--- src/rtl/mctrl_pkg.sv ---
// Shared definitions for the multi-cycle MIPS control unit: state encoding,
// opcode values, ALUOp codes and the ALUSrcB / PCSource mux selects.
// Optional jump support is enabled by defining MCTRL_JUMP_EN.
package mctrl_pkg;

   typedef enum logic [3:0] {
      S_FETCH    = 4'd0,
      S_DECODE   = 4'd1,
      S_EXEC_R   = 4'd2,
      S_R_WB     = 4'd3,
      S_EXEC_I   = 4'd4,
      S_I_WB     = 4'd5,
      S_MEM_ADDR = 4'd6,
      S_MEM_RD   = 4'd7,
      S_LW_WB    = 4'd8,
      S_MEM_WR   = 4'd9,
      S_BRANCH   = 4'd10,
      S_JUMP     = 4'd11
   } state_t;

   // Opcode field values (IR[31:26])
   localparam logic [5:0] OP_RTYPE = 6'b000000;
   localparam logic [5:0] OP_J     = 6'b000010;
   localparam logic [5:0] OP_JAL   = 6'b000011;
   localparam logic [5:0] OP_BEQ   = 6'b000100;
   localparam logic [5:0] OP_BNE   = 6'b000101;
   localparam logic [5:0] OP_ADDI  = 6'b001000;
   localparam logic [5:0] OP_SLTI  = 6'b001010;
   localparam logic [5:0] OP_SLTIU = 6'b001011;
   localparam logic [5:0] OP_ANDI  = 6'b001100;
   localparam logic [5:0] OP_ORI   = 6'b001101;
   localparam logic [5:0] OP_XORI  = 6'b001110;
   localparam logic [5:0] OP_LW    = 6'b100011;
   localparam logic [5:0] OP_SW    = 6'b101011;

   // ALUOp codes, zero-extended to ALUOP_W at the port
   localparam logic [3:0] ALUOP_FUNCT = 4'b0000;
   localparam logic [3:0] ALUOP_BEQ   = 4'b0100;
   localparam logic [3:0] ALUOP_BNE   = 4'b0101;
   localparam logic [3:0] ALUOP_ADD   = 4'b1000;
   localparam logic [3:0] ALUOP_SLT   = 4'b1010;
   localparam logic [3:0] ALUOP_SLTU  = 4'b1011;
   localparam logic [3:0] ALUOP_AND   = 4'b1100;
   localparam logic [3:0] ALUOP_OR    = 4'b1101;
   localparam logic [3:0] ALUOP_XOR   = 4'b1110;

   // ALU B-operand select
   localparam logic [1:0] SRCB_RT    = 2'b00;
   localparam logic [1:0] SRCB_FOUR  = 2'b01;
   localparam logic [1:0] SRCB_IMM   = 2'b10;
   localparam logic [1:0] SRCB_IMMSH = 2'b11;

   // PC source select; 11 is reserved for future use
   localparam logic [1:0] PCSRC_ALU    = 2'b00;
   localparam logic [1:0] PCSRC_ALUOUT = 2'b01;
   localparam logic [1:0] PCSRC_JUMP   = 2'b10;
   localparam logic [1:0] PCSRC_RSVD   = 2'b11;

endpackage

--- src/rtl/mctrl_if.sv ---
// Control-unit <-> datapath bundle: opcode/mem_ready in, datapath enables and
// status out. master = control unit, slave = datapath side.
// JalLink exists only when MCTRL_JUMP_EN is defined.
interface mctrl_if #(
   parameter int OPCODE_W = 6,
   parameter int ALUOP_W  = 4,
   parameter int CNT_W    = 32
);
   logic [OPCODE_W-1:0] opcode;
   logic                mem_ready;
   logic                PCWrite;
   logic                PCWriteCond;
   logic                Branch_ne;
   logic                IorD;
   logic                MemRead;
   logic                MemWrite;
   logic                IRWrite;
   logic                MemtoReg;
   logic                RegDst;
   logic                RegWrite;
   logic                ALUSrcA;
   logic [1:0]          ALUSrcB;
   logic [1:0]          PCSource;
   logic [ALUOP_W-1:0]  ALUOp;
   logic                instr_done;
   logic                illegal_op;
   logic [CNT_W-1:0]    retired;
`ifdef MCTRL_JUMP_EN
   logic                JalLink;
`endif

   modport master (
`ifdef MCTRL_JUMP_EN
      output JalLink,
`endif
      input  opcode, mem_ready,
      output PCWrite, PCWriteCond, Branch_ne, IorD, MemRead, MemWrite,
             IRWrite, MemtoReg, RegDst, RegWrite, ALUSrcA, ALUSrcB,
             PCSource, ALUOp, instr_done, illegal_op, retired
   );

   modport slave (
`ifdef MCTRL_JUMP_EN
      input  JalLink,
`endif
      output opcode, mem_ready,
      input  PCWrite, PCWriteCond, Branch_ne, IorD, MemRead, MemWrite,
             IRWrite, MemtoReg, RegDst, RegWrite, ALUSrcA, ALUSrcB,
             PCSource, ALUOp, instr_done, illegal_op, retired
   );
endinterface

--- src/rtl/mctrl_decode.sv ---
// Purely combinational state -> datapath-enable decoder (Moore on state,
// with mem_ready qualifying FETCH/MEM_WR strobes and opcode picking ALUOp).
// Latency 0; mem_ready low suppresses IRWrite/PCWrite in FETCH and instr_done in MEM_WR.
module mctrl_decode
   import mctrl_pkg::*;
#(
   parameter int OPCODE_W = 6,
   parameter int ALUOP_W  = 4
) (
   input  state_t              state,
   input  logic [OPCODE_W-1:0] opcode,
   input  logic                mem_ready,
   input  logic                op_legal,
   output logic                PCWrite,
   output logic                PCWriteCond,
   output logic                Branch_ne,
   output logic                IorD,
   output logic                MemRead,
   output logic                MemWrite,
   output logic                IRWrite,
   output logic                MemtoReg,
   output logic                RegDst,
   output logic                RegWrite,
   output logic                ALUSrcA,
   output logic [1:0]          ALUSrcB,
   output logic [1:0]          PCSource,
   output logic [ALUOP_W-1:0]  ALUOp,
`ifdef MCTRL_JUMP_EN
   output logic                JalLink,
`endif
   output logic                instr_done,
   output logic                illegal_op
);

   logic [3:0] alu_code;

   assign ALUOp = ALUOP_W'(alu_code);

   // Per-state enables; everything not named in a state stays 0
   always_comb begin
      PCWrite     = 1'b0;
      PCWriteCond = 1'b0;
      Branch_ne   = 1'b0;
      IorD        = 1'b0;
      MemRead     = 1'b0;
      MemWrite    = 1'b0;
      IRWrite     = 1'b0;
      MemtoReg    = 1'b0;
      RegDst      = 1'b0;
      RegWrite    = 1'b0;
      ALUSrcA     = 1'b0;
      ALUSrcB     = SRCB_RT;
      PCSource    = PCSRC_ALU;
      alu_code    = ALUOP_FUNCT;
      instr_done  = 1'b0;
      illegal_op  = 1'b0;
`ifdef MCTRL_JUMP_EN
      JalLink     = 1'b0;
`endif
      case (state)
         S_FETCH: begin
            MemRead  = 1'b1;
            ALUSrcB  = SRCB_FOUR;
            alu_code = ALUOP_ADD;
            // IR and PC only update once memory has delivered the word
            if (mem_ready) begin
               IRWrite = 1'b1;
               PCWrite = 1'b1;
            end
         end
         S_DECODE: begin
            ALUSrcB    = SRCB_IMMSH;
            alu_code   = ALUOP_ADD;
            illegal_op = ~op_legal;
         end
         S_EXEC_R: begin
            ALUSrcA  = 1'b1;
            ALUSrcB  = SRCB_RT;
            alu_code = ALUOP_FUNCT;
         end
         S_R_WB: begin
            RegDst     = 1'b1;
            RegWrite   = 1'b1;
            instr_done = 1'b1;
         end
         S_EXEC_I: begin
            ALUSrcA = 1'b1;
            ALUSrcB = SRCB_IMM;
            case (opcode)
               OPCODE_W'(OP_SLTI):  alu_code = ALUOP_SLT;
               OPCODE_W'(OP_SLTIU): alu_code = ALUOP_SLTU;
               OPCODE_W'(OP_ANDI):  alu_code = ALUOP_AND;
               OPCODE_W'(OP_ORI):   alu_code = ALUOP_OR;
               OPCODE_W'(OP_XORI):  alu_code = ALUOP_XOR;
               default:             alu_code = ALUOP_ADD;
            endcase
         end
         S_I_WB: begin
            RegWrite   = 1'b1;
            instr_done = 1'b1;
         end
         S_MEM_ADDR: begin
            ALUSrcA  = 1'b1;
            ALUSrcB  = SRCB_IMM;
            alu_code = ALUOP_ADD;
         end
         S_MEM_RD: begin
            IorD    = 1'b1;
            MemRead = 1'b1;
         end
         S_LW_WB: begin
            MemtoReg   = 1'b1;
            RegWrite   = 1'b1;
            instr_done = 1'b1;
         end
         S_MEM_WR: begin
            IorD       = 1'b1;
            MemWrite   = 1'b1;
            instr_done = mem_ready;
         end
         S_BRANCH: begin
            ALUSrcA     = 1'b1;
            ALUSrcB     = SRCB_RT;
            PCWriteCond = 1'b1;
            PCSource    = PCSRC_ALUOUT;
            Branch_ne   = (opcode == OPCODE_W'(OP_BNE));
            alu_code    = Branch_ne ? ALUOP_BNE : ALUOP_BEQ;
            instr_done  = 1'b1;
         end
`ifdef MCTRL_JUMP_EN
         S_JUMP: begin
            PCWrite    = 1'b1;
            PCSource   = PCSRC_JUMP;
            instr_done = 1'b1;
            // jal also writes the return address into $31
            if (opcode == OPCODE_W'(OP_JAL)) begin
               RegWrite = 1'b1;
               JalLink  = 1'b1;
            end
         end
`endif
         default: ;
      endcase
   end

endmodule

--- src/rtl/multicycle_control.sv ---
// Multi-cycle MIPS control FSM (FETCH/DECODE/EXEC/MEM/WB) with retired counter; MCTRL_JUMP_EN adds j/jal.
// Latency at mem_ready=1: R/I 4, lw 5, sw 4, branch 3 (jump 3) cycles; outputs are Moore on state.
// mem_ready low holds FETCH, MEM_RD and MEM_WR (wait states); it is ignored in every other state.
module multicycle_control
   import mctrl_pkg::*;
#(
   parameter int OPCODE_W = 6,
   parameter int ALUOP_W  = 4,
   parameter int CNT_W    = 32
) (
   input logic    clk,
   input logic    reset,
   mctrl_if.master bus
);

   state_t           state;
   state_t           state_nxt;
   state_t           decode_nxt;
   logic             op_legal;
   logic             instr_done;
   logic [CNT_W-1:0] retired;

   assign bus.instr_done = instr_done;
   assign bus.retired    = retired;

   // Classify the opcode held in IR into the first execution state
   always_comb begin
      decode_nxt = S_FETCH;
      case (bus.opcode)
         OPCODE_W'(OP_RTYPE):                  decode_nxt = S_EXEC_R;
         OPCODE_W'(OP_ADDI), OPCODE_W'(OP_SLTI),
         OPCODE_W'(OP_SLTIU), OPCODE_W'(OP_ANDI),
         OPCODE_W'(OP_ORI), OPCODE_W'(OP_XORI): decode_nxt = S_EXEC_I;
         OPCODE_W'(OP_LW), OPCODE_W'(OP_SW):   decode_nxt = S_MEM_ADDR;
         OPCODE_W'(OP_BEQ), OPCODE_W'(OP_BNE): decode_nxt = S_BRANCH;
`ifdef MCTRL_JUMP_EN
         OPCODE_W'(OP_J), OPCODE_W'(OP_JAL):   decode_nxt = S_JUMP;
`endif
         default:                              decode_nxt = S_FETCH;
      endcase
      op_legal = (decode_nxt != S_FETCH);
   end

   // Next-state sequencing; wait states only in the memory-access states
   always_comb begin
      state_nxt = S_FETCH;
      case (state)
         S_FETCH:    state_nxt = bus.mem_ready ? S_DECODE : S_FETCH;
         S_DECODE:   state_nxt = decode_nxt;
         S_EXEC_R:   state_nxt = S_R_WB;
         S_EXEC_I:   state_nxt = S_I_WB;
         S_MEM_ADDR: state_nxt = (bus.opcode == OPCODE_W'(OP_LW)) ? S_MEM_RD : S_MEM_WR;
         S_MEM_RD:   state_nxt = bus.mem_ready ? S_LW_WB : S_MEM_RD;
         S_MEM_WR:   state_nxt = bus.mem_ready ? S_FETCH : S_MEM_WR;
         default:    state_nxt = S_FETCH;
      endcase
   end

   // State register; reset aborts any instruction in flight
   always_ff @(posedge clk) begin
      if (reset) begin
         state <= S_FETCH;
      end else begin
         state <= state_nxt;
      end
   end

   // Retired-instruction counter, wraps naturally
   always_ff @(posedge clk) begin
      if (reset) begin
         retired <= '0;
      end else if (instr_done) begin
         retired <= retired + 1'b1;
      end
   end

   mctrl_decode #(
      .OPCODE_W (OPCODE_W),
      .ALUOP_W  (ALUOP_W)
   ) u_decode (
      .state       (state),
      .opcode      (bus.opcode),
      .mem_ready   (bus.mem_ready),
      .op_legal    (op_legal),
      .PCWrite     (bus.PCWrite),
      .PCWriteCond (bus.PCWriteCond),
      .Branch_ne   (bus.Branch_ne),
      .IorD        (bus.IorD),
      .MemRead     (bus.MemRead),
      .MemWrite    (bus.MemWrite),
      .IRWrite     (bus.IRWrite),
      .MemtoReg    (bus.MemtoReg),
      .RegDst      (bus.RegDst),
      .RegWrite    (bus.RegWrite),
      .ALUSrcA     (bus.ALUSrcA),
      .ALUSrcB     (bus.ALUSrcB),
      .PCSource    (bus.PCSource),
      .ALUOp       (bus.ALUOp),
`ifdef MCTRL_JUMP_EN
      .JalLink     (bus.JalLink),
`endif
      .instr_done  (instr_done),
      .illegal_op  (bus.illegal_op)
   );

endmodule

--- src/flat_wrapper.sv ---
// flat-port wrapper written by rule: the top's interface ports become plain ports
module multicycle_control_flat import mctrl_pkg::*;
#(
   parameter int OPCODE_W = 6,
   parameter int ALUOP_W  = 4,
   parameter int CNT_W    = 32
)
  (clk, reset, bus_opcode, bus_mem_ready, bus_PCWrite, bus_PCWriteCond, bus_Branch_ne, bus_IorD, bus_MemRead, bus_MemWrite, bus_IRWrite, bus_MemtoReg, bus_RegDst, bus_RegWrite, bus_ALUSrcA, bus_ALUSrcB, bus_PCSource, bus_ALUOp, bus_instr_done, bus_illegal_op, bus_retired);
  mctrl_if #(.OPCODE_W(OPCODE_W), .ALUOP_W(ALUOP_W), .CNT_W(CNT_W)) bus_i ();
  input logic clk;
  input logic reset;
  input wire logic [$bits(bus_i.opcode)-1:0] bus_opcode;
  input wire logic [$bits(bus_i.mem_ready)-1:0] bus_mem_ready;
  output wire logic [$bits(bus_i.PCWrite)-1:0] bus_PCWrite;
  output wire logic [$bits(bus_i.PCWriteCond)-1:0] bus_PCWriteCond;
  output wire logic [$bits(bus_i.Branch_ne)-1:0] bus_Branch_ne;
  output wire logic [$bits(bus_i.IorD)-1:0] bus_IorD;
  output wire logic [$bits(bus_i.MemRead)-1:0] bus_MemRead;
  output wire logic [$bits(bus_i.MemWrite)-1:0] bus_MemWrite;
  output wire logic [$bits(bus_i.IRWrite)-1:0] bus_IRWrite;
  output wire logic [$bits(bus_i.MemtoReg)-1:0] bus_MemtoReg;
  output wire logic [$bits(bus_i.RegDst)-1:0] bus_RegDst;
  output wire logic [$bits(bus_i.RegWrite)-1:0] bus_RegWrite;
  output wire logic [$bits(bus_i.ALUSrcA)-1:0] bus_ALUSrcA;
  output wire logic [$bits(bus_i.ALUSrcB)-1:0] bus_ALUSrcB;
  output wire logic [$bits(bus_i.PCSource)-1:0] bus_PCSource;
  output wire logic [$bits(bus_i.ALUOp)-1:0] bus_ALUOp;
  output wire logic [$bits(bus_i.instr_done)-1:0] bus_instr_done;
  output wire logic [$bits(bus_i.illegal_op)-1:0] bus_illegal_op;
  output wire logic [$bits(bus_i.retired)-1:0] bus_retired;
  assign bus_i.opcode = bus_opcode;
  assign bus_i.mem_ready = bus_mem_ready;
  assign bus_PCWrite = bus_i.PCWrite;
  assign bus_PCWriteCond = bus_i.PCWriteCond;
  assign bus_Branch_ne = bus_i.Branch_ne;
  assign bus_IorD = bus_i.IorD;
  assign bus_MemRead = bus_i.MemRead;
  assign bus_MemWrite = bus_i.MemWrite;
  assign bus_IRWrite = bus_i.IRWrite;
  assign bus_MemtoReg = bus_i.MemtoReg;
  assign bus_RegDst = bus_i.RegDst;
  assign bus_RegWrite = bus_i.RegWrite;
  assign bus_ALUSrcA = bus_i.ALUSrcA;
  assign bus_ALUSrcB = bus_i.ALUSrcB;
  assign bus_PCSource = bus_i.PCSource;
  assign bus_ALUOp = bus_i.ALUOp;
  assign bus_instr_done = bus_i.instr_done;
  assign bus_illegal_op = bus_i.illegal_op;
  assign bus_retired = bus_i.retired;
  multicycle_control #(.OPCODE_W(OPCODE_W), .ALUOP_W(ALUOP_W), .CNT_W(CNT_W)) u_core (.clk(clk), .reset(reset), .bus(bus_i));
endmodule
--- config.mk ---
export PLATFORM = sky130hd
export DESIGN_NAME = multicycle_control_flat
export DESIGN_NICKNAME = d
export VERILOG_FILES = /design/src/rtl/mctrl_pkg.sv /design/src/rtl/mctrl_if.sv /design/src/rtl/mctrl_decode.sv /design/src/rtl/multicycle_control.sv /design/src/flat_wrapper.sv
export SDC_FILE = /design/constraint.sdc
export NUM_CORES = 1
export LEC_CHECK = 0
export CAP_MARGIN = 20
export CORE_ASPECT_RATIO = 0.75
export CORE_MARGIN = 2
export CORE_UTILIZATION = 51
export CTS_CLUSTER_DIAMETER = 100
export DETAILED_ROUTE_END_ITERATION = 8
export GPL_TIMING_DRIVEN = 0
export HOLD_SLACK_MARGIN = 0.1
export PLACE_DENSITY = 0.85
export SLEW_MARGIN = 5
export SYNTH_ARGS = -nofsm -noshare
export SYNTH_HDL_FRONTEND = slang
export SYNTH_SLANG_ARGS = --single-unit
--- constraint.sdc ---
create_clock -name clk -period 3.5 [get_ports clk]
set_input_delay 0.525 -clock clk [delete_from_list [all_inputs] [get_ports clk]]
set_output_delay 0.525 -clock clk [all_outputs]
set_load 0.1 [all_outputs]
# Word-level counts from Yosys, hierarchy flattened

Index checks and enable logic that the tools add are counted.

Register bits: 36
Latch bits: 0
Memory bits (writable): 0
Bits in read-only memories: 0
Input port bits: 9
Output and inout bits: 53
Word-level logic and storage cells: 61
Memories: 0

Add/sub/neg operators: 1
$mul: 0
Divide/modulo/power cells: 0
Order comparisons: 0
Equality and inequality tests: 20
Shift-type cells: 0
Muxes and demuxes: 24
Bitwise gates (word level): 1
Reductions and logical operators: 13

Operators with widths:

| kind                                                | count |
|---|---|
| equality test 6 x 4 -> 1 bit, second input constant | 6 |
| adder 32 x 1 -> 32 bit, second input constant       | 1 |
| one-hot mux 4 bit (7 select lines)                  | 1 |
| equality test 4 x 3 -> 1 bit, second input constant | 4 |
| one-hot mux 4 bit (4 select lines)                  | 1 |
| 2-to-1 mux 1 bit                                    | 15 |
| one-hot mux 3 bit (5 select lines)                  | 1 |
| equality test 4 bit, second input constant          | 3 |
| equality test 6 x 3 -> 1 bit, second input constant | 2 |
| equality test 6 bit, second input constant          | 2 |
| 2-to-1 mux 4 bit                                    | 3 |
| one-hot mux 4 bit (3 select lines)                  | 1 |
| OR reduction 2 bit                                  | 5 |
| equality test 4 x 2 -> 1 bit, second input constant | 2 |
| OR reduction 4 bit                                  | 2 |
| zero test 6 bit                                     | 1 |
| one-hot mux 2 bit (3 select lines)                  | 1 |
| OR reduction 3 bit                                  | 2 |
| OR reduction 6 bit                                  | 1 |
| equality test 4 x 1 -> 1 bit, second input constant | 1 |
| zero test 4 bit                                     | 1 |
| nonzero test 4 bit                                  | 1 |
| one-hot mux 1 bit (2 select lines)                  | 1 |
| inverter 1 bit                                      | 1 |

# Logic depth before layout (Yosys ltp)

Word-level depth: 6
Mapped depth: 8
Depth with buffers taken out: 5

# Hierarchy

Synthesis repeated with hierarchy kept, for this count alone.

Cells, all modules: 270
Area, all modules: 2182.1 sq um

By module, submodules not included:

| module             | instances | cells an instance | area an instance (sq um) | sequential area each (sq um) |
|---|---|---|---|---|
| multicycle_control | 1         | 221               | 1869.3                   | 720.7 |
| mctrl_decode       | 1         | 49                | 312.8                    | 0.0 |

# Worst setup path after synthesis

OpenSTA, ideal clock, no wires.

Path kind: register to output
Start point: reg u_core.state[2]
End point: out bus_illegal_op
Data arrival time: 5.030 ns
Required time: 2.975 ns
Path slack: -2.055 ns
Stages on the path, launching flop included: 5
Buffers on the path: 1
Path through: dfxtp_1 > clkbuf_1 > nor3_1 > nand2_1 > nor3_1

Longest elaborated chain between the ends: 2

Ends and longest elaborated chain:

| what                         | RTL line                 | text |
|---|---|---|
| from (decl)                  | multicycle_control.sv:16 | `state_t state;` |
| from (signal assigned)       | multicycle_control.sv:64 | `state <= state_nxt;` |
| equality test 4 x 1 -> 1 bit | mctrl_decode.sv:60       | `case (state)` |
| 2-to-1 mux 1 bit             | mctrl_decode.sv:60       |  |
| to (decl)                    | flat_wrapper.sv:29       | `output wire logic [$bits(bus_i.illegal_op)-1:0] bus_illegal_op;` |

Every way passes these cells.

# Worst setup path in the final report

Start point: reg u_core.state[2]
End point: out bus_RegWrite

Longest elaborated chain between the ends: 3
Elaborated cells between the ends (all ways): 5
Classes of those cells: 3 x eq/ne; 1 x mux; 1 x reduce/logical

Ends and longest elaborated chain:

| what                                        | RTL line           | text |
|---|---|---|
| equality test 4 bit (tied with other cells) | mctrl_decode.sv:60 |  |
| OR reduction 3 bit (no line) (*)            | n/a                |  |
| 2-to-1 mux 1 bit (*)                        | mctrl_decode.sv:60 |  |
| to (decl)                                   | flat_wrapper.sv:23 | `output wire logic [$bits(bus_i.RegWrite)-1:0] bus_RegWrite;` |

Every way passes the cells marked *; elsewhere a longest branch is shown, timed or not.

==> results by group <==
Routing
  – Final WL: 5470 um
  – Starting DRT DRC Count: 141
  – Via count: 2260
  – Routed length per instance: 13.9 um
  – Drt pass-1 iters: 5
  – Vias per inst: 5.75
  – DRC violations left: 0
  – ANT nets after route: 0

Placement
  – HPWL Detailed: 3950 um
  – Post-place setup slack: -0.492 ns
  – Port buffer count: 59
  – Routability Congestion: 0.888

Critical path
  – CP required: 2.97 ns
  – R2r setup slk: 1.20 ns
  – FF-to-FF path depth: 7
  – Max Fanout on Critical Path: 10
  – Reg2Reg Capture Point: u_core.bus.retired[12]$_SDFFE_PP0P_
  – Kind of critical path: reg -> out
  – Crit-path max cell delay: 1.15 ns
  – CP Capture Type: output port
  – Crit path arrival time: 2.82 ns
  – Crit path cell chain: clkbuf_1 -> nor2_1 -> nand2_1 -> o22ai_1 -> clkdlybuf4s50_1
  – Worst flop-to-flop path startpoint: u_core.state[0]$_SDFF_PP0_
  – Critical Path Source Type: flip-flop
  – Slowest-stage cell, CP: clkdlybuf4s50_1

Worst hold path
  – Hold path depth: 2
  – Min-delay worst type: reg -> reg
  – Hold path endpoint: u_core.bus.retired[1]$_SDFFE_PP0P_
  – Hold Crit Start: u_core.bus.retired[1]$_SDFFE_PP0P_

GRT
  – GRT met1 Usage: 37.1%
  – Initial antenna violation count: 0
  – M2 GR Usage: 33.4%
  – Met3 usage: 5.18%
  – GR Overflow Total: 0
  – First-pass GRT wire length: 8840 um
  – Largest net degree at the start of global routing: 11
  – Grt peak-use layer: met1
  – Gr usage total: 24.1%
  – Vias in the first global route: 1832

Yosys
  – Asr flop ratio synth: 0%
  – Synth area leaders: dfxtp_1 (34%), a21oi_1 (6.2%), xor2_1 (5.8%), nor2_1 (5.5%), o21ai_0 (5.2%)
  – Ys flop type: dfxtp_1
  – XOR/XNOR Fraction of Synth Area: 6.25%
  – Gate Count Post-Synth: 274
  – Top-area cell type share of the netlist area: 34.3%
  – Adder-cell area share of the yosys netlist: 0.596%
  – Count of yosys warnings during synthesis: 0
  – Mux share of post-synthesis cell area: 0.536%
  – Post-synth EDFFs: 0
  – Synth cell types: 45
  – Flops & latches, synth: 36
  – Syn Area/Cell: 7.67 um^2
  – Synth Area in Compound Gates: 23.2%
  – Syn Std Cell Area: 2100 um^2
  – Largest family of logic cells by synthesized area: simple AND/OR/NAND/NOR gates
  – Syn Nets: 284
  – Synth area leader: dfxtp_1
  – Register area share after synthesis: 34.3%
  – Post-synthesis simple-gate area fraction: 29.5%

Power and ir drop
  – LEAKAGE: 0.00102 uW
  – VDD IR-drop max: 0.218 mV
  – Power Density: 306 nW/um^2

Clock tree
  – Skew-Pair Late Insertion Delay: 0.28 ns
  – CTS tree: built
  – Sink Count: 36
  – Root Buffer: clkbuf_8
  – CTS Buf Count: 5
  – Max Root-Sink Buffers: 2
  – H-tree levels: 2
  – Clock transition at path regs: 0.06 ns

STA
  – Hold WS: 0.486 ns
  – Max-slew headroom: 33.1%
  – Final worst path period need: 3.35 ns
  – RSZ-0062 raised after global routing: false
  – Worst slew pin tran: 1.00 ns
  – Final WS setup: 0.152 ns
  – Final setup fails: 0
  – Max Slew Vio Count: 0
  – Skew final: 0.00275 ns
  – Fin crit share: 95.6%
  – Achievable Freq: 299 MHz
  – Final hold vios: 0

Layout
  – Final #Nets: 350
  – Antenna cells: 0
  – Most frequent cells in the layout: clkdlybuf4s50_1 (53), dfxtp_1 (36), nor2_1 (31)
  – Commonest non-fill, non-tap cell in the layout: clkdlybuf4s50_1
  – Synth-to-Final Area Change: 35.7%
  – Layout cells sized above 1: 7.99%

Floorplan
  – Die H: 59.6 um
  – Initial core utilization: 52.5%
  – FP Rows: 20
  – Die W: 78.1 um
  – Die ar.: 4650 um^2
  – I/O pin count: 62
  – Core Region: 4000 um^2

Status
  – Status: complete, no violations

Flow run
  – Max_cap viols: 0
## sequential cells by signal (all words and copies together), names as in the netlist
register and cells:
u_core.bus.retired 32, u_core.state 4
## worst max-delay path by stage
stage	start	endpoint	cells past startpoint
2_1_floorplan	u_core.state[1]$_SDFF_PP0_	bus_Branch_ne	4
5_1_grt	u_core.state[2]$_SDFF_PP0_	bus_RegWrite	5
6_report	u_core.state[2]$_SDFF_PP0_	bus_RegWrite	5
3_5_place_dp	bus_mem_ready	bus_instr_done	8
4_1_cts	bus_mem_ready	bus_instr_done	8
3_3_place_gp	bus_mem_ready	bus_instr_done	8
## repair_timing
item / CTS / global route
hold buffers: 0 / 0
endpoints found under the setup margin: 4 / 6
gates resized for setup: 6 / 10
buffers inserted: 0 / 0
## metrics by stage
stage	cell area (um^2)	setup TNS [ns]	cells	utilization, %	total power [uW]
floorplan	2130	0	274	-	574
global placement	2790	-0.782	388	69.6	620
CTS	2850	0	393	71.2	876
global route	2850	0	393	71.2	900
finish	2850	0	393	71.2	872
detailed placement	2790	-0.795	388	69.6	621
## layer usage
metal / vias to the layer above / share of wire [%]
met5: - / 0
met4: 0 / 1.1
met3: 11 / 8.5
met2: 102 / 42
met1: 1024 / 49
li1: 1123 / -
## area by class of cell
class | count | area (um^2)
Multi-Input combinational cell | 213 | 1290
Fill cell | 332 | 1150
Sequential cell | 36 | 721
Timing Repair Buffer | 59 | 586
Buffer | 17 | 86.3
Clock buffer | 5 | 68.8
Tap cell | 55 | 68.8
Inverter | 8 | 30.0
## logic make-up after synthesis
group                      after synthesis
buffers and inverters                   25
DFF                                     36
other                                    1
muxes                                    1
adders and majority gates                1
xor gates and xnor gates                15
AOI/OAI and AO/OA                       80
and+or+nand+nor                        115
## synth_stat cells, types with 2 or more instances
cell,count
and2_1,4
dfxtp_1,36
a21o_1,2
nor3_1,3
nand4_1,3
and3_1,7
inv_1,7
o21ai_0,22
o211ai_1,5
nand4_2,2
o21ai_1,2
nand2_1,20
nor2_1,31
a21oi_1,26
clkbuf_1,11
xor2_1,14
a211oi_1,2
nand2b_1,2
buf_2,2
or4_1,8
o31ai_1,7
buf_4,3
or3_1,7
or3_2,2
nor4_1,2
nor2b_1,10
nand3_1,10
o2111ai_1,7
## power by group
group          switching [uW]  internal (uW)
registers                2.26            413
logic                     147           50.1
clock network             132            128
total                     282            591
## worst max-delay path: cells and delay by family, from the launching register on
| family | cells | cell delay (ns) |
|---|---|---|
| AO/OA/AOI/OAI | 1 | 0.17 |
| buffers and inverters | 2 | 1.41 |
| flip-flops | 1 | 0.36 |
| AND/OR/NAND/NOR | 2 | 0.59 |
(Power assumes the default switching activity.)
==> patch 1: new RTL, config.mk and constraints unchanged <==
Reset style: asynchronous (`reset`), changed in 2 clocked blocks.
--- a/src/rtl/multicycle_control.sv
+++ b/src/rtl/multicycle_control.sv
@@ -59,3 +59,3 @@
    // State register; reset aborts any instruction in flight
-   always_ff @(posedge clk) begin
+   always_ff @(posedge clk or posedge reset) begin
       if (reset) begin
@@ -68,3 +68,3 @@
    // Retired-instruction counter, wraps naturally
-   always_ff @(posedge clk) begin
+   always_ff @(posedge clk or posedge reset) begin
       if (reset) begin
Behaviour: differs if reset is asserted again (counterexample within 4 cycles, from zero or initial values and one cycle with reset high); with reset held inactive, the same outputs for 10 cycles.
==> patch 1 against the unedited design <==
Critical endpoint is now bus_illegal_op. Routed wire length decreased by 4.3%. Final area increased by 2.7%. Sequential cell count unchanged. Highest routed layer unchanged. Synthesized cell count decreased by 16%. Clock skew increased by 7.3 ps. Setup slack got worse by 49 ps. Synthesized area increased by 1.1%. Count of clock-buffer cells in the layout unchanged. Final cell count decreased by 10%. Non-clock buffer count decreased by 3.
Power is not compared: it rests on default switching activity, and its combinational part moved more than twofold at a synthesized area within 25%.
==> patch 1: results (changes against the unedited design) <==
INFO  critical_path  arrival=2870ps [+50 ps]
INFO  critical_path  timing.critical_path.fanout_max=5 [-5]
INFO  place          detailedPlacementHpwl=4060um [+2.9%]
INFO  synthesis      yosysUniqueCellTypes=47 [+4.4%]
INFO  grt            pin_count_of_the_biggest_net_entering_global_routing=24 [+13]
INFO  synthesis      synth_area_per_cell=9.28um^2 [+21%]
INFO  flow_run       maxCapViolations=0 [unchanged]
INFO  synthesis      yosysSeqAreaShare=0.424 [+0.0810]
INFO  power_and_ir_drop worst_ir_drop_vdd=603uV
INFO  final_layout   nets=306 [-13%]
INFO  clock_tree     clk_root_buffer_cell=clkbuf_8
INFO  routing        drt_pass1_iterations=5 [unchanged]
INFO  synthesis      ys.warnings.count=0 [unchanged]
INFO  power_and_ir_drop leakagePower=0.00127uW
INFO  clock_tree     cts_htree_levels=2 [unchanged]
INFO  clock_tree     post_cts_buffers=0 [unchanged]
INFO  final_layout   largest_registers=u_core.bus.retired (32), u_core.state (4)
INFO  synthesis      netlist_top_cells_count=dfrtp_1 (36), nor2_1 (23), nand2_1 (19)
INFO  synthesis      synth.top_cells.by_area=dfrtp_1 (42%), xnor2_1 (7.4%), xor2_1 (5.8%), nor2_1 (4.1%), nand2_1 (3.4%)
INFO  final_layout   drive_above_1_share=0.101 [+0.0211]
INFO  final_layout   antenna_diode_count=0 [unchanged]
INFO  place          placed_cells=344 [-11%]
INFO  clock_tree     numCtsBuffers=5 [unchanged]
INFO  timing         max-slew-margin-rel=0.338 [+0.00738]
INFO  routing        avgRoutedWirePerCell=14.9um [+6.9%]
INFO  critical_path  crit-reg2reg-launch=u_core.state[0]
INFO  critical_path  critical_path.startpoint=bus_opcode[1]
INFO  grt            grt_first_pass_wirelength=8560um [-3.1%]
INFO  final_layout   layout.filler_cells=297 [-11%]
INFO  grt            overall_global_routing_usage=0.236 [-0.00481]
INFO  grt            grt_pass1_vias=1752 [-4.4%]
INFO  clock_tree     path_clk_slew=60ps [about the same]
INFO  outcome        run_status=finished clean
INFO  synthesis      mappedNetlistNets=239 [-16%]
INFO  final_layout   non_filler_cells_final=352 [-10%]
INFO  worst_hold_path hold_path_startpoint=u_core.bus.retired[31]
INFO  place          gpl.final_weighted_congestion=0.887 [-0.15%]
INFO  timing         finClkSkew=10.0ps [+7.25 ps]
INFO  synthesis      postSynth.asyncResetShare=1.00 [+1.00]
INFO  routing        drt-initial-drc-count=152 [+7.8%]
INFO  routing        route.vias.total=1926 [-15%]
patch 1: layer usage:
metal | vias up | routed length [um] | global-route usage
met2 | 67 | 2460 | 0.369
met5 | - | 0 | 0
li1 | 934 | - | -
met4 | 0 | 38 | 0.0576
met3 | 5 | 295 | 0.0529
met1 | 920 | 2450 | 0.338
patch 1: what timing repair did:
item                                    in CTS  in global routing
endpoints found under the setup margin       4                  0
resized for setup                            4                  0
hold endpoints to repair                     0                  0
patch 1: power by group:
part           switching [uW]  total [uW]  internal, uW
clock network             146         285           139
logic                     887        1180           297
registers                53.9         507           453
patch 1: final timing paths:
check,cells after the start,slack (ps),endpoint
min in group asynchronous,2,610,u_core.bus.retired[8]
worst min register to register,1,500,u_core.bus.retired[31]
worst max-delay path,6,100,bus_illegal_op
worst max register to register,7,1460,u_core.bus.retired[21]
worst min-delay path,1,500,u_core.bus.retired[31]
max in group asynchronous,3,2370,u_core.bus.retired[30]
patch 1: worst max-delay path: stages:
cell             delay [ps]
clkdlybuf4s50_1         550
nand2_1                 110
or3_1                   360
a21oi_1                 260
nor3_2                   90
clkdlybuf4s50_1         970
patch 1: logic make-up (layout without fill, tap and decap cells):
group | count (synthesis) | in the layout | synth area share
multiplexers | 1 | 1 | 0.00707
XOR/XNOR | 32 | 32 | 0.132
AO/OA/AOI/OAI | 26 | 26 | 0.0936
adder cells (fa/ha/maj) | 1 | 1 | 0.00589
other | 1 | 1 | 0.00177
flip-flops | 36 | 36 | 0.424
buffers and inverters | 21 | 89 | 0.0483
AND/OR/NAND/NOR | 111 | 111 | 0.287
patch 1: through the flow:
step | hold slack, ps | cell area (um^2) | utilization | setup WS (ps) | setup TNS (ps)
after detailed placement | 480 | 2840 | 0.706 | -123 | -171
after global placement | 481 | 2820 | 0.699 | -116 | -116
after floorplan | 668 | 2160 | - | -8.88 | -8.88
final | 497 | 2930 | 0.726 | 104 | 0
after CTS | 501 | 2930 | 0.726 | 124 | 0
after global routing | 520 | 2930 | 0.726 | 14.8 | 0
patch 1: cell type report:
type                            count  area (um^2)  area share
Inverter                            8         30.0      0.0103
Clock inverter                      3         18.8     0.00641
Timing Repair Buffer               60          613       0.209
Buffer                             13         72.6      0.0248
Sequential cell                    36          901       0.308
Clock buffer                        5         68.8      0.0235
Tap cell                           55         68.8      0.0235
Multi-Input combinational cell    172         1150       0.394
==> patch 2: new RTL, same settings <==
Made on the original files. `OPCODE_W` is set to 6 in 4 places; all go to 12.
--- a/src/rtl/mctrl_if.sv
+++ b/src/rtl/mctrl_if.sv
@@ -4,3 +4,3 @@
 interface mctrl_if #(
-   parameter int OPCODE_W = 6,
+   parameter int OPCODE_W = 12,
    parameter int ALUOP_W  = 4,
--- a/src/rtl/mctrl_decode.sv
+++ b/src/rtl/mctrl_decode.sv
@@ -6,3 +6,3 @@
 #(
-   parameter int OPCODE_W = 6,
+   parameter int OPCODE_W = 12,
    parameter int ALUOP_W  = 4
--- a/src/rtl/multicycle_control.sv
+++ b/src/rtl/multicycle_control.sv
@@ -6,3 +6,3 @@
 #(
-   parameter int OPCODE_W = 6,
+   parameter int OPCODE_W = 12,
    parameter int ALUOP_W  = 4,
--- a/src/flat_wrapper.sv
+++ b/src/flat_wrapper.sv
@@ -3,3 +3,3 @@
 #(
-   parameter int OPCODE_W = 6,
+   parameter int OPCODE_W = 12,
    parameter int ALUOP_W  = 4,
Interface: changed (resized bus_opcode); port bits go from 62 to 68. The function was not compared with the original's and may differ.
==> patch 2 against the unedited design <==
Final area rose by 6.9%. Synthesized cell count up 2.9%. Sequential cell count stayed put. Routed wire length is 10% higher. Die area rose by 6.2%. Via count grew 4.6%. Synthesized area grew 6.6%. Register-to-register slack gained 40 ps. Worst hold slack improved by 3.2 ps. Global-route usage grew 1.2 points. Setup slack got worse by 32 ps. Sequential share of layout area is 1.6 points lower. Largest cell class unchanged.
Power is not compared: it rests on default switching activity, and its combinational part moved more than twofold at a synthesized area within 25%.
==> patch 2: results (changes against the unedited design) <==
INFO  outcome        run_status=finished clean
INFO  worst_hold_path hold_path_startpoint=u_core.bus.retired[30]
INFO  place          gpl.final_weighted_congestion=0.858 [-3.5%]
INFO  place          place_area=2940um^2 [+5.7%]
INFO  place          number_of_buffers_inserted_by_port_buffering=62 [+5.1%]
INFO  timing         finClkSkew=7.28ps [+4.52 ps]
INFO  critical_path  endpoint_of_the_worst_slack_reg_to_reg_timing_path=u_core.bus.retired[25]
INFO  routing        route.vias.total=2363 [+4.6%]
INFO  grt            overall_global_routing_usage=0.253 [+0.0118]
INFO  critical_path  slowest_delay=840ps [-310 ps]
INFO  routing        drt-initial-drc-count=183 [+30%]
INFO  synthesis      yosysUniqueCellTypes=53 [+18%]
INFO  worst_hold_path hold_end=u_core.bus.retired[30]
INFO  timing         max-slew-margin-rel=0.342 [+0.0115]
INFO  grt            initial_antenna_violation_count=0 [unchanged]
INFO  clock_tree     count_of_instances_resized_after_the_clock_tree_is_built=18 [+12]
INFO  synthesis      synth_top_cell_area_share=0.322 [-0.0211]
INFO  critical_path  critical_path.startpoint=bus_mem_ready
INFO  critical_path  crit-reg2reg-launch=u_core.bus.retired[5]
INFO  synthesis      postSynthCellCount=282 [+2.9%]
INFO  synthesis      netlist_top_cells_count=dfxtp_1 (36), nor2_1 (32), a21oi_1 (25)
INFO  final_layout   layout.filler_cells=320 [-3.6%]
INFO  routing        drt_wl_total=6020um [+10%]
INFO  critical_path  arrival=2850ps [+30 ps]
INFO  place          placed_cells=399 [+2.8%]
INFO  final_layout   drive_above_1_share=0.119 [+0.0394]
INFO  critical_path  setup.worst_path.end=bus_instr_done
INFO  synthesis      mappedNetlistNets=298 [+4.9%]
INFO  grt            pin_count_of_the_biggest_net_entering_global_routing=13 [+2]
INFO  synthesis      postSynth.asyncResetShare=0 [unchanged]
INFO  critical_path  reg2reg_setup_slack=1240ps [+40 ps]
INFO  critical_path  r2r.worst_path.cells=5 [-2]
INFO  final_layout   nets=367 [+4.9%]
INFO  synthesis      yosysSeqAreaShare=0.322 [-0.0211]
INFO  grt            grt_pass1_vias=2057 [+12%]
INFO  synthesis      synth.top_cells.by_area=dfxtp_1 (32%), xor2_1 (6.7%), a21oi_1 (5.6%), nor2_1 (5.4%), or3_1 (3.4%)
INFO  grt            grt_first_pass_wirelength=9690um [+9.7%]
INFO  critical_path  slowest_stage=dlygate4sd2_1
INFO  final_layout   non_filler_cells_final=407 [+3.6%]
## patch 2: changes by cell type after synthesis, moves of 3 or more
cell,unedited run,this run
nor2b_1,10,6
o21ai_0,22,13
or4_1,8,5
or3_1,7,12
nand4_1,3,7
xor2_1,14,17
buf_2,2,5
## patch 2: per-stage QoR
stage          setup slack [ps]   util
3_3_place_gp               -635  0.713
4_1_cts                    6.24  0.738
3_5_place_dp               -665  0.713
6_report                    120  0.738
2_1_floorplan              92.3      -
5_1_grt                    11.1  0.738
## patch 2: worst reg2reg max path: stages, from the launching register on
cell	delay [ps]
dfxtp_1	450
nand4_1	210
nor4_1	440
o21ai_1	380
or4_1	560
a21oi_1	150
## patch 2: report_power, final
| group | switching (uW) | internal [uW] |
|---|---|---|
| combinational | 62.5 | 28.4 |
| sequential | 0.296 | 410 |
| clock | 159 | 211 |
| total | 222 | 649 |
## patch 2: final cells by class
type / count / area [um^2] / area share
well taps: 55 / 68.8 / 0.0226
plain buffers: 23 / 130 / 0.0427
repair buffers: 62 / 604 / 0.198
multi-input cells: 214 / 1380 / 0.452
clock buffers: 5 / 68.8 / 0.0226
clock inverters: 3 / 42.5 / 0.0140
flip-flops and latches: 36 / 721 / 0.237
inverters: 9 / 33.8 / 0.0111
## patch 2: cell families after synthesis
| kind of cell | after synthesis | synth area share |
|---|---|---|
| simple gates | 114 | 0.280 |
| compound gates | 80 | 0.247 |
| flops | 36 | 0.322 |
| buf+inv | 32 | 0.0732 |
| xor+xnor | 17 | 0.0665 |
| fa+ha+maj | 1 | 0.00559 |
| other cells | 1 | 0.00168 |
| mux | 1 | 0.00447 |
## patch 2: per-layer routing
metal  global-route usage  up-vias  routed length, um
li1                     -     1169                  -
met1                0.361     1106               2910
met2                0.400       84               2720
met3               0.0587        4                367
met4               0.0436        0                 30
met5                    0        -                  0
